## src/rtl/dmem_arbiter_pkg.sv

```systemverilog
// Shared types and constants for the two-master DataMem arbiter.
// State encoding is fixed so waveforms and debug scripts can decode it numerically.
package dmem_arb_pkg;

    typedef enum logic [2:0] {
        ARB_IDLE   = 3'd0,
        ARB_RD     = 3'd1,
        ARB_WR     = 3'd2,
        ARB_WR_CHK = 3'd3,
        ARB_RESP   = 3'd4
    } arb_state_t;

    // Pattern DataMem drives on rdata when it does not acknowledge a read.
    localparam logic [31:0] DMEM_POISON = 32'hcccc_cccc;

endpackage

```

## src/rtl/dmem_arbiter_if.sv

```systemverilog
// Bundle of both master request/response channels, the DataMem port and the grant index.
// The slave modport is the arbiter's view; master is the view of the masters plus DataMem.
interface dmem_arbiter_if #(
    parameter int ADDR_W = 32
);
    logic              m0_req;
    logic              m0_we;
    logic [ADDR_W-1:0] m0_addr;
    logic [31:0]       m0_wdata;
    logic [31:0]       m0_rdata;
    logic              m0_done;
    logic              m0_err;

    logic              m1_req;
    logic              m1_we;
    logic [ADDR_W-1:0] m1_addr;
    logic [31:0]       m1_wdata;
    logic [31:0]       m1_rdata;
    logic              m1_done;
    logic              m1_err;

    logic              mem_read;
    logic              mem_write;
    logic [ADDR_W-1:0] mem_addr;
    logic [31:0]       mem_wdata;
    logic [31:0]       mem_rdata;
    logic              mem_read_acc;
    logic              mem_write_acc;

    logic              grant;

    modport slave (
        input  m0_req, m0_we, m0_addr, m0_wdata,
        output m0_rdata, m0_done, m0_err,
        input  m1_req, m1_we, m1_addr, m1_wdata,
        output m1_rdata, m1_done, m1_err,
        output mem_read, mem_write, mem_addr, mem_wdata,
        input  mem_rdata, mem_read_acc, mem_write_acc,
        output grant
    );

    modport master (
        output m0_req, m0_we, m0_addr, m0_wdata,
        input  m0_rdata, m0_done, m0_err,
        output m1_req, m1_we, m1_addr, m1_wdata,
        input  m1_rdata, m1_done, m1_err,
        input  mem_read, mem_write, mem_addr, mem_wdata,
        output mem_rdata, mem_read_acc, mem_write_acc,
        input  grant
    );

endinterface

```

## src/rtl/dmem_arbiter_rr_pick2.sv

```systemverilog
// Combinational two-way winner select; ptr names the master favoured on a tie.
// With rr_en low master 0 wins whenever it requests.
module rr_pick2 (
    input  logic [1:0] req,
    input  logic       ptr,
    input  logic       rr_en,
    output logic       any,
    output logic       win
);

    always_comb begin
        any = |req;
        win = 1'b0;
        if (!rr_en) begin
            win = ~req[0];
        end else if (&req) begin
            win = ptr;
        end else begin
            win = req[1];
        end
    end

endmodule

```

## src/rtl/dmem_arbiter.sv

```systemverilog
// Shares one DataMem port between two masters; done pulses 2 cycles (read) / 3 cycles (write) after grant.
// Masters hold req until their done; a losing master just waits, one idle bubble between transactions.
module dmem_arbiter
    import dmem_arb_pkg::*;
#(
    parameter bit RR_EN  = 1'b1,
    parameter int ADDR_W = 32
) (
    input  logic          clk,
    input  logic          reset,
    dmem_arbiter_if.slave bus
);

    arb_state_t        state;
    arb_state_t        next_state;
    logic              pick_any;
    logic              pick_win;
    logic              rr_ptr;
    logic              grant_q;
    logic              req_we;
    logic [ADDR_W-1:0] req_addr;
    logic [ADDR_W-1:0] lat_addr;
    logic [31:0]       req_wdata;
    logic [31:0]       lat_wdata;
    logic [31:0]       m0_rdata_q;
    logic [31:0]       m1_rdata_q;
    logic              m0_err_q;
    logic              m1_err_q;
    logic              rsp_cap;
    logic [31:0]       rsp_rdata;
    logic              rsp_err;

    rr_pick2 u_pick (
        .req   ({bus.m1_req, bus.m0_req}),
        .ptr   (rr_ptr),
        .rr_en (RR_EN),
        .any   (pick_any),
        .win   (pick_win)
    );

    assign req_we    = pick_win ? bus.m1_we    : bus.m0_we;
    assign req_addr  = pick_win ? bus.m1_addr  : bus.m0_addr;
    assign req_wdata = pick_win ? bus.m1_wdata : bus.m0_wdata;

    // write_acc is registered inside DataMem, so it is judged one cycle after the strobe
    assign rsp_cap   = (state == ARB_RD) || (state == ARB_WR_CHK);
    assign rsp_rdata = (state == ARB_RD) ? bus.mem_rdata : 32'h0;
    assign rsp_err   = (state == ARB_RD) ? ~bus.mem_read_acc : ~bus.mem_write_acc;

    always_ff @(posedge clk or negedge reset) begin
        if (!reset) begin
            state <= ARB_IDLE;
        end else begin
            state <= next_state;
        end
    end

    always_comb begin
        next_state = state;
        case (state)
            ARB_IDLE:   if (pick_any) next_state = req_we ? ARB_WR : ARB_RD;
            ARB_RD:     next_state = ARB_RESP;
            ARB_WR:     next_state = ARB_WR_CHK;
            ARB_WR_CHK: next_state = ARB_RESP;
            ARB_RESP:   next_state = ARB_IDLE;
            default:    next_state = ARB_IDLE;
        endcase
    end

    always_comb begin
        bus.mem_read  = 1'b0;
        bus.mem_write = 1'b0;
        bus.m0_done   = 1'b0;
        bus.m1_done   = 1'b0;
        case (state)
            ARB_RD:   bus.mem_read  = 1'b1;
            ARB_WR:   bus.mem_write = 1'b1;
            ARB_RESP: begin
                bus.m0_done = ~grant_q;
                bus.m1_done = grant_q;
            end
            default: ;
        endcase
    end

    always_ff @(posedge clk or negedge reset) begin
        if (!reset) begin
            lat_addr   <= '0;
            lat_wdata  <= '0;
            grant_q    <= 1'b0;
            rr_ptr     <= 1'b0;
            m0_rdata_q <= '0;
            m1_rdata_q <= '0;
            m0_err_q   <= 1'b0;
            m1_err_q   <= 1'b0;
        end else begin
            // request fields are frozen here; later changes on the master side are ignored
            if (state == ARB_IDLE && pick_any) begin
                lat_addr  <= req_addr;
                lat_wdata <= req_wdata;
                grant_q   <= pick_win;
                rr_ptr    <= ~pick_win;
            end
            if (rsp_cap) begin
                if (grant_q) begin
                    m1_rdata_q <= rsp_rdata;
                    m1_err_q   <= rsp_err;
                end else begin
                    m0_rdata_q <= rsp_rdata;
                    m0_err_q   <= rsp_err;
                end
            end
        end
    end

    assign bus.mem_addr  = lat_addr;
    assign bus.mem_wdata = lat_wdata;
    assign bus.m0_rdata  = m0_rdata_q;
    assign bus.m1_rdata  = m1_rdata_q;
    assign bus.m0_err    = m0_err_q;
    assign bus.m1_err    = m1_err_q;
    assign bus.grant     = grant_q;

endmodule

```

## src/flat_wrapper.sv

```systemverilog
// flat-port wrapper written by rule: the top's interface ports become plain ports
module dmem_arbiter_flat import dmem_arb_pkg::*;
#(
    parameter bit RR_EN  = 1'b1,
    parameter int ADDR_W = 32
)
  (clk, reset, bus_m0_req, bus_m0_we, bus_m0_addr, bus_m0_wdata, bus_m0_rdata, bus_m0_done, bus_m0_err, bus_m1_req, bus_m1_we, bus_m1_addr, bus_m1_wdata, bus_m1_rdata, bus_m1_done, bus_m1_err, bus_mem_read, bus_mem_write, bus_mem_addr, bus_mem_wdata, bus_mem_rdata, bus_mem_read_acc, bus_mem_write_acc, bus_grant);
  dmem_arbiter_if #(.ADDR_W(ADDR_W)) bus_i ();
  input  logic clk;
  input  logic reset;
  input wire logic [$bits(bus_i.m0_req)-1:0] bus_m0_req;
  input wire logic [$bits(bus_i.m0_we)-1:0] bus_m0_we;
  input wire logic [$bits(bus_i.m0_addr)-1:0] bus_m0_addr;
  input wire logic [$bits(bus_i.m0_wdata)-1:0] bus_m0_wdata;
  output wire logic [$bits(bus_i.m0_rdata)-1:0] bus_m0_rdata;
  output wire logic [$bits(bus_i.m0_done)-1:0] bus_m0_done;
  output wire logic [$bits(bus_i.m0_err)-1:0] bus_m0_err;
  input wire logic [$bits(bus_i.m1_req)-1:0] bus_m1_req;
  input wire logic [$bits(bus_i.m1_we)-1:0] bus_m1_we;
  input wire logic [$bits(bus_i.m1_addr)-1:0] bus_m1_addr;
  input wire logic [$bits(bus_i.m1_wdata)-1:0] bus_m1_wdata;
  output wire logic [$bits(bus_i.m1_rdata)-1:0] bus_m1_rdata;
  output wire logic [$bits(bus_i.m1_done)-1:0] bus_m1_done;
  output wire logic [$bits(bus_i.m1_err)-1:0] bus_m1_err;
  output wire logic [$bits(bus_i.mem_read)-1:0] bus_mem_read;
  output wire logic [$bits(bus_i.mem_write)-1:0] bus_mem_write;
  output wire logic [$bits(bus_i.mem_addr)-1:0] bus_mem_addr;
  output wire logic [$bits(bus_i.mem_wdata)-1:0] bus_mem_wdata;
  input wire logic [$bits(bus_i.mem_rdata)-1:0] bus_mem_rdata;
  input wire logic [$bits(bus_i.mem_read_acc)-1:0] bus_mem_read_acc;
  input wire logic [$bits(bus_i.mem_write_acc)-1:0] bus_mem_write_acc;
  output wire logic [$bits(bus_i.grant)-1:0] bus_grant;
  assign bus_i.m0_req = bus_m0_req;
  assign bus_i.m0_we = bus_m0_we;
  assign bus_i.m0_addr = bus_m0_addr;
  assign bus_i.m0_wdata = bus_m0_wdata;
  assign bus_m0_rdata = bus_i.m0_rdata;
  assign bus_m0_done = bus_i.m0_done;
  assign bus_m0_err = bus_i.m0_err;
  assign bus_i.m1_req = bus_m1_req;
  assign bus_i.m1_we = bus_m1_we;
  assign bus_i.m1_addr = bus_m1_addr;
  assign bus_i.m1_wdata = bus_m1_wdata;
  assign bus_m1_rdata = bus_i.m1_rdata;
  assign bus_m1_done = bus_i.m1_done;
  assign bus_m1_err = bus_i.m1_err;
  assign bus_mem_read = bus_i.mem_read;
  assign bus_mem_write = bus_i.mem_write;
  assign bus_mem_addr = bus_i.mem_addr;
  assign bus_mem_wdata = bus_i.mem_wdata;
  assign bus_i.mem_rdata = bus_mem_rdata;
  assign bus_i.mem_read_acc = bus_mem_read_acc;
  assign bus_i.mem_write_acc = bus_mem_write_acc;
  assign bus_grant = bus_i.grant;
  dmem_arbiter #(.RR_EN(RR_EN), .ADDR_W(ADDR_W)) u_core (.clk(clk), .reset(reset), .bus(bus_i));
endmodule
```

## config.mk

```make
export PLATFORM = sky130hd
export DESIGN_NAME = dmem_arbiter_flat
export DESIGN_NICKNAME = d
export VERILOG_FILES = /design/src/rtl/dmem_arbiter_pkg.sv /design/src/rtl/dmem_arbiter_if.sv /design/src/rtl/dmem_arbiter_rr_pick2.sv /design/src/rtl/dmem_arbiter.sv /design/src/flat_wrapper.sv
export SDC_FILE = /design/constraint.sdc
export NUM_CORES = 1
export LEC_CHECK = 0
export ABC_AREA = 1
export BUFFER_PORTS_ARGS = -buffer_cell sky130_fd_sc_hd__buf_2
export CAP_MARGIN = 5
export CORE_ASPECT_RATIO = 0.6
export CORE_MARGIN = 2
export CORE_UTILIZATION = 46
export CTS_CLUSTER_SIZE = 25
export DETAILED_ROUTE_END_ITERATION = 12
export PLACE_DENSITY = 0.81
export SYNTH_ARGS = -nofsm -noshare
export SYNTH_HDL_FRONTEND = slang
export SYNTH_SLANG_ARGS = --single-unit
```

## constraint.sdc

```tcl
create_clock -name clk -period 1.4 [get_ports clk]
set_input_delay 0.14 -clock clk [delete_from_list [all_inputs] [get_ports clk]]
set_output_delay 0.14 -clock clk [all_outputs]
set_load 0.03 [all_outputs]
```

**After elaboration in Yosys (flattened, before gate mapping)**

Cells that the tools add are included.

- Bitwise operators: 4
- Reductions and logical operators: 8
- Equal/unequal tests: 5
- Muxes and demuxes: 13

Operators with widths:

| cell | count |
|---|---|
| two-way mux 32 bit | 3 |
| case mux 3 bit (3 select lines) | 1 |
| two-way mux 1 bit | 7 |
| equality test 3 x 2 -> 1 bit, second input constant | 2 |
| AND reduction 2 bit | 3 |
| inverter 1 bit | 4 |
| OR reduction 2 bit | 2 |
| equality test 3 x 1 -> 1 bit, second input constant | 1 |
| equality test 3 bit, second input constant | 1 |
| zero test 3 bit | 1 |
| two-way mux 3 bit | 1 |
| two-way mux 2 bit | 1 |
| != test 2 x 1 -> 1 bit, second input constant | 1 |
| logical AND 1 bit | 1 |
| logical OR 1 bit | 1 |

- Flip-flop bits (word level): 135
- Input port bits: 168
- Output and inout port bits: 135

**Logic depth before layout (Yosys ltp)**

- Depth after elaboration: 6
- Gate-level depth with buffers: 8
- Depth with buffers taken out: 6

**Cells and area by module**

Synthesis repeated with hierarchy kept, for this count alone.

- Cell total of the unflattened synthesis: 783
- Area, all modules: 6040.8 um^2

Modules (own cells, without submodules):

| module | times used | seq. area each (um^2) | area an instance (um^2) | cells each |
|---|---|---|---|---|
| dmem_arbiter | 1 | 3378.2 | 6012.0 | 776 |
| rr_pick2 | 1 | 0.0 | 28.8 | 7 |

**Worst setup path after synthesis**

OpenSTA, ideal clock, no wires.

- Path type: reg-to-output
- Start point: reg u_core.grant_q (netlist: u_core.bus.grant)
- End point: out bus_m1_done
- Required time: 1260 ps
- Cell stages (with the launch flop): 5
- Arrival: 1406 ps
- Slack: -146 ps
- Cells stage by stage: dfrtp_1 buf_2 inv_1 clkbuf_1 nor2_1

- Word-level cells in the longest chain between the ends: 1

RTL lines:

| item | RTL line | source |
|---|---|---|
| start: declaration | dmem_arbiter.sv:19 | `logic grant_q;` |
| start signal: assignment | dmem_arbiter.sv:101 | `grant_q <= pick_win;` |
| two-way mux 1 bit | dmem_arbiter.sv:75 | `case (state)` |
| end: declaration | flat_wrapper.sv:23 | `output wire logic [$bits(bus_i.m1_done)-1:0] bus_m1_done;` |

Every way passes these cells.

**Worst setup path in the final report**

- Start point: reg u_core.state[0]
- End point: reg u_core.lat_wdata[31] (netlist: u_core.bus.mem_wdata[31])

- Word-level cells in the longest chain between the ends: 2

RTL lines:

| item | RTL line | source |
|---|---|---|
| start: declaration | dmem_arbiter.sv:14 | `arb_state_t state;` |
| start signal: assignment | dmem_arbiter.sv:54 | `state <= next_state;` |
| zero test 3 bit | dmem_arbiter.sv:98 | `if (state == ARB_IDLE && pick_any) begin` |
| logical AND 1 bit | dmem_arbiter.sv:98 |  |
| end signal: assignment | dmem_arbiter.sv:100 | `lat_wdata <= req_wdata;` |
| end: declaration | dmem_arbiter.sv:24 | `logic [31:0] lat_wdata;` |

Every way passes these cells.
A chain may end at the register's enable or synchronous reset.

==> impl_metrics.csv <==
group,metric,value,unit
yosys,synthSimpleGateAreaFrac,0.3013,
status,failed_checks,"negative setup slack",
layout,syn2layout_area_growth,65.16,%
layout,nets,1233,
global_route,grtUsageTotal,0.3298,
power_and_ir_drop,max-vdd-ir-drop,1085,uV
placement,gp_congestion,0.8524,
floorplan,coreArea,12260,um2
sta,holdWs,0.006258,ns
yosys,syn_avg_cell_area,8.978,um2
sta,fin_skew,0.01025,ns
layout,multi_input_area,2170,um2
setup_path,cp-end-kind,"register",
floorplan,start_util,0.4791,
sta,clock.fmax,655.2,MHz
detailed_routing,ant_nets,0,
setup_path,crit_fanout,8,
detailed_routing,drt_pass1_iterations,5,
detailed_routing,vias,7205,
yosys,ys_ff_latch,135,
setup_path,crit_top_cell,"nand3_1",
sta,tns,-2.088,ns
setup_path,cp_slowest_stage_delay,0.42,ns
worst_hold_path,min_path_cells,3,
clock_tree,numCtsBuffers,17,
setup_path,critPathLaunchType,"register",
yosys,yosys_warnings,0,
placement,place_hpwl,13180,um
global_route,grt_pass1_wl,35380,um
detailed_routing,viasPerCell,5.783,
floorplan,num_rows,31,
worst_hold_path,hp-class,"input port to register",
clock_tree,path_clk_slew,0.05,ns
clock_tree,cts_num_sinks,135,
yosys,ys_types,18,
global_route,grt_overflow_total,0,
yosys,synth_compound_area_frac,0.06052,
power_and_ir_drop,p_leak,0.004965,uW
power_and_ir_drop,power,25280,uW
setup_path,r2r_slack,-0.13,ns
setup_path,rr_worst_depth,7,
power_and_ir_drop,powerDensity,2607,nW/um2
worst_hold_path,hp-start,"bus_m0_addr[1]",
setup_path,crit_slowest_cell,"dfrtp_1",
sta,rsz0062_at_grt,"true",
yosys,syn_nets,822,
global_route,antenna_found_initial,3,
placement,io_buffers,302,
clock_tree,clock_path_buffers,2,
floorplan,die_w,149.9,um
clock_tree,cts_tree,"built",
sta,finalSetupViolations,61,
setup_path,crit_type,"register to register",
setup_path,crit_chain,"inv_2, nand3_2, nor2_4, buf_6, clkbuf_16, nand3_1, nand3_1",
worst_hold_path,min_to,"u_core.bus.mem_addr[1]$_DFFE_PN0P_",
sta,report.final.slew_viol_count,0,
sta,timing.final.ws_setup,-0.1263,ns
yosys,synth_top_family_by_area,"simple AND/OR/NAND/NOR gates",
sta,hold_violations,0,
clock_tree,worstSkewPairLatency,0.40,ns
detailed_routing,drtIter0Drc,628,
layout,drive_above_1_share,0.3664,
detailed_routing,wl_per_cell,20.40,um
run,drv_cap,0,
setup_path,cp.required,1.72,ns
yosys,synthMuxAreaShare,0,
layout,fillCellCount,771,
sta,relSlewSlack,0.7953,
floorplan,io_pins,303,
status,outcome,"finished, violations left",
layout,seq_area,3379,um2
global_route,first_global_vias,6861,
yosys,syn-cell-area,5872,um2
floorplan,die-height,91.52,um
yosys,synthAdderAreaFrac,0,
detailed_routing,drc,0,
setup_path,crit_arrival,1.85,ns
detailed_routing,wl,25420,um
sta,finalCriticalPeriod,1.526,ns
clock_tree,clockRootBuffer,"clkbuf_16",
yosys,synth_xor_area_frac,0,
yosys,syn_inst,654,
floorplan,die-area,13710,um2
setup_path,r2r_start,"u_core.state[0]$_DFFE_PN0P_",
sta,fin_crit_sh,1.090,
sta,worstMarginPinSlew,0.3070,ns
clock_tree,htree_levels,4,
yosys,ys_seq_area_frac,0.5753,
global_route,grt_max_degree,67,
setup_path,rr_endpoint,"u_core.bus.mem_wdata[31]$_DFFE_PN0P_",
==> cell usage in the layout, fill, tap and decap left out, drive strengths merged <==
cell and instances:
a21oi 2, buf 338, bufinv 4, clkbuf 26, clkinv 5, clkinvlp 1
dfrtp 135, diode 3, dlygate4sd3 106, inv 14, nand2 173, nand3 135
nand4 64, nor2 5, nor3 1, o21ai 69
==> logic make-up after synthesis <==
group,Yosys count
AOI/OAI and AO/OA,71
buffers and inverters,70
DFF,135
and+or+nand+nor,378
==> layer usage <==
metal  part of all wire  routed length (um)  global-route usage
met1               0.37                9434              0.4230
met2               0.46               11770              0.5327
met3               0.12                3000             0.07487
met4              0.048                1209              0.1533
met5                  0                   0                   0
==> worst max path at each step <==
stage | start | endpoint | slack (ns) | cells after the start
after floorplan | u_core.bus.grant$_DFFE_PN0P_ | bus_m1_done | -0.03 | 4
after global placement | u_core.state[0]$_DFFE_PN0P_ | u_core.bus.mem_addr[25]$_DFFE_PN0P_ | 0.05 | 6
after detailed placement | u_core.state[0]$_DFFE_PN0P_ | u_core.bus.mem_wdata[19]$_DFFE_PN0P_ | 0.04 | 6
after CTS | u_core.state[2]$_DFFE_PN0P_ | bus_mem_read | -0.04 | 5
after global routing | u_core.state[0]$_DFFE_PN0P_ | u_core.bus.mem_wdata[31]$_DFFE_PN0P_ | -0.16 | 7
final | u_core.state[0]$_DFFE_PN0P_ | u_core.bus.mem_wdata[31]$_DFFE_PN0P_ | -0.13 | 7
==> registers in the layout (all words and copies together), names as in the netlist <==
signal,flops
u_core.bus.grant,1
u_core.bus.m0_err,1
u_core.bus.m0_rdata,32
u_core.bus.m1_err,1
u_core.bus.m1_rdata,32
u_core.bus.mem_addr,32
u_core.bus.mem_wdata,32
u_core.rr_ptr,1
u_core.state,3
==> stage by stage <==
stage          area, um2    util  setup WS [ns]  cells
3_3_place_gp        7614  0.6212        0.05443   1085
5_1_grt             9698  0.7912        -0.1598   1246
4_1_cts             9394  0.7664       -0.04097   1228
6_report            9698  0.7912        -0.1263   1246
3_5_place_dp        7614  0.6212        0.03900   1085
2_1_floorplan       5877       -       -0.02661    654
==> what timing repair did <==
item | CTS | global route
pin swaps | 1 | 4
cloned | 1 | 12
hold buffers | 104 | 2
setup buffers | 6 | 2
setup endpoints to repair | 4 | 136
hold endpoints to repair | 199 | 2
gates resized for setup | 12 | 28
==> area by class of cell <==
type                    instances  area share
multi-input cells             449      0.2237
repair buffers                451      0.3363
clock inverters                13     0.02000
clock buffers                  19     0.04464
inverters                      11    0.004774
flip-flops and latches        135      0.3485
diodes                          3   0.0007741
well taps                     165     0.02129
==> power breakdown <==
part,switching (uW),internal (uW),leakage (uW)
clock,1740,3010,0.000303
sequential,1080,5780,0.00168
combinational,9230,4450,0.00298
==> worst max-delay path: cells and delay by family (launching register included) <==
family / cells / cell delay, ns
and+or+nand+nor: 4 / 0.57
buffers and inverters: 3 / 0.46
DFF: 1 / 0.42
==> cell usage after synthesis <==
cell	instances	area, um2
dfrtp_1	135	3378
a21oi_1	2	10.01
nor2_4	2	22.52
buf_1	8	30.03
clkbuf_1	15	56.30
buf_4	2	15.01
o21ai_0	60	300.3
o21ai_1	9	45.04
nor3_1	1	5.000
nand3_2	1	10.01
buf_2	25	125.1
inv_2	3	11.26
nor2_1	3	11.26
nand3_1	134	670.6
nand2_1	173	649.4
nand4_1	64	400.4
buf_6	9	101.4
inv_1	8	30.03
Power figures use the tool's default switching activity.
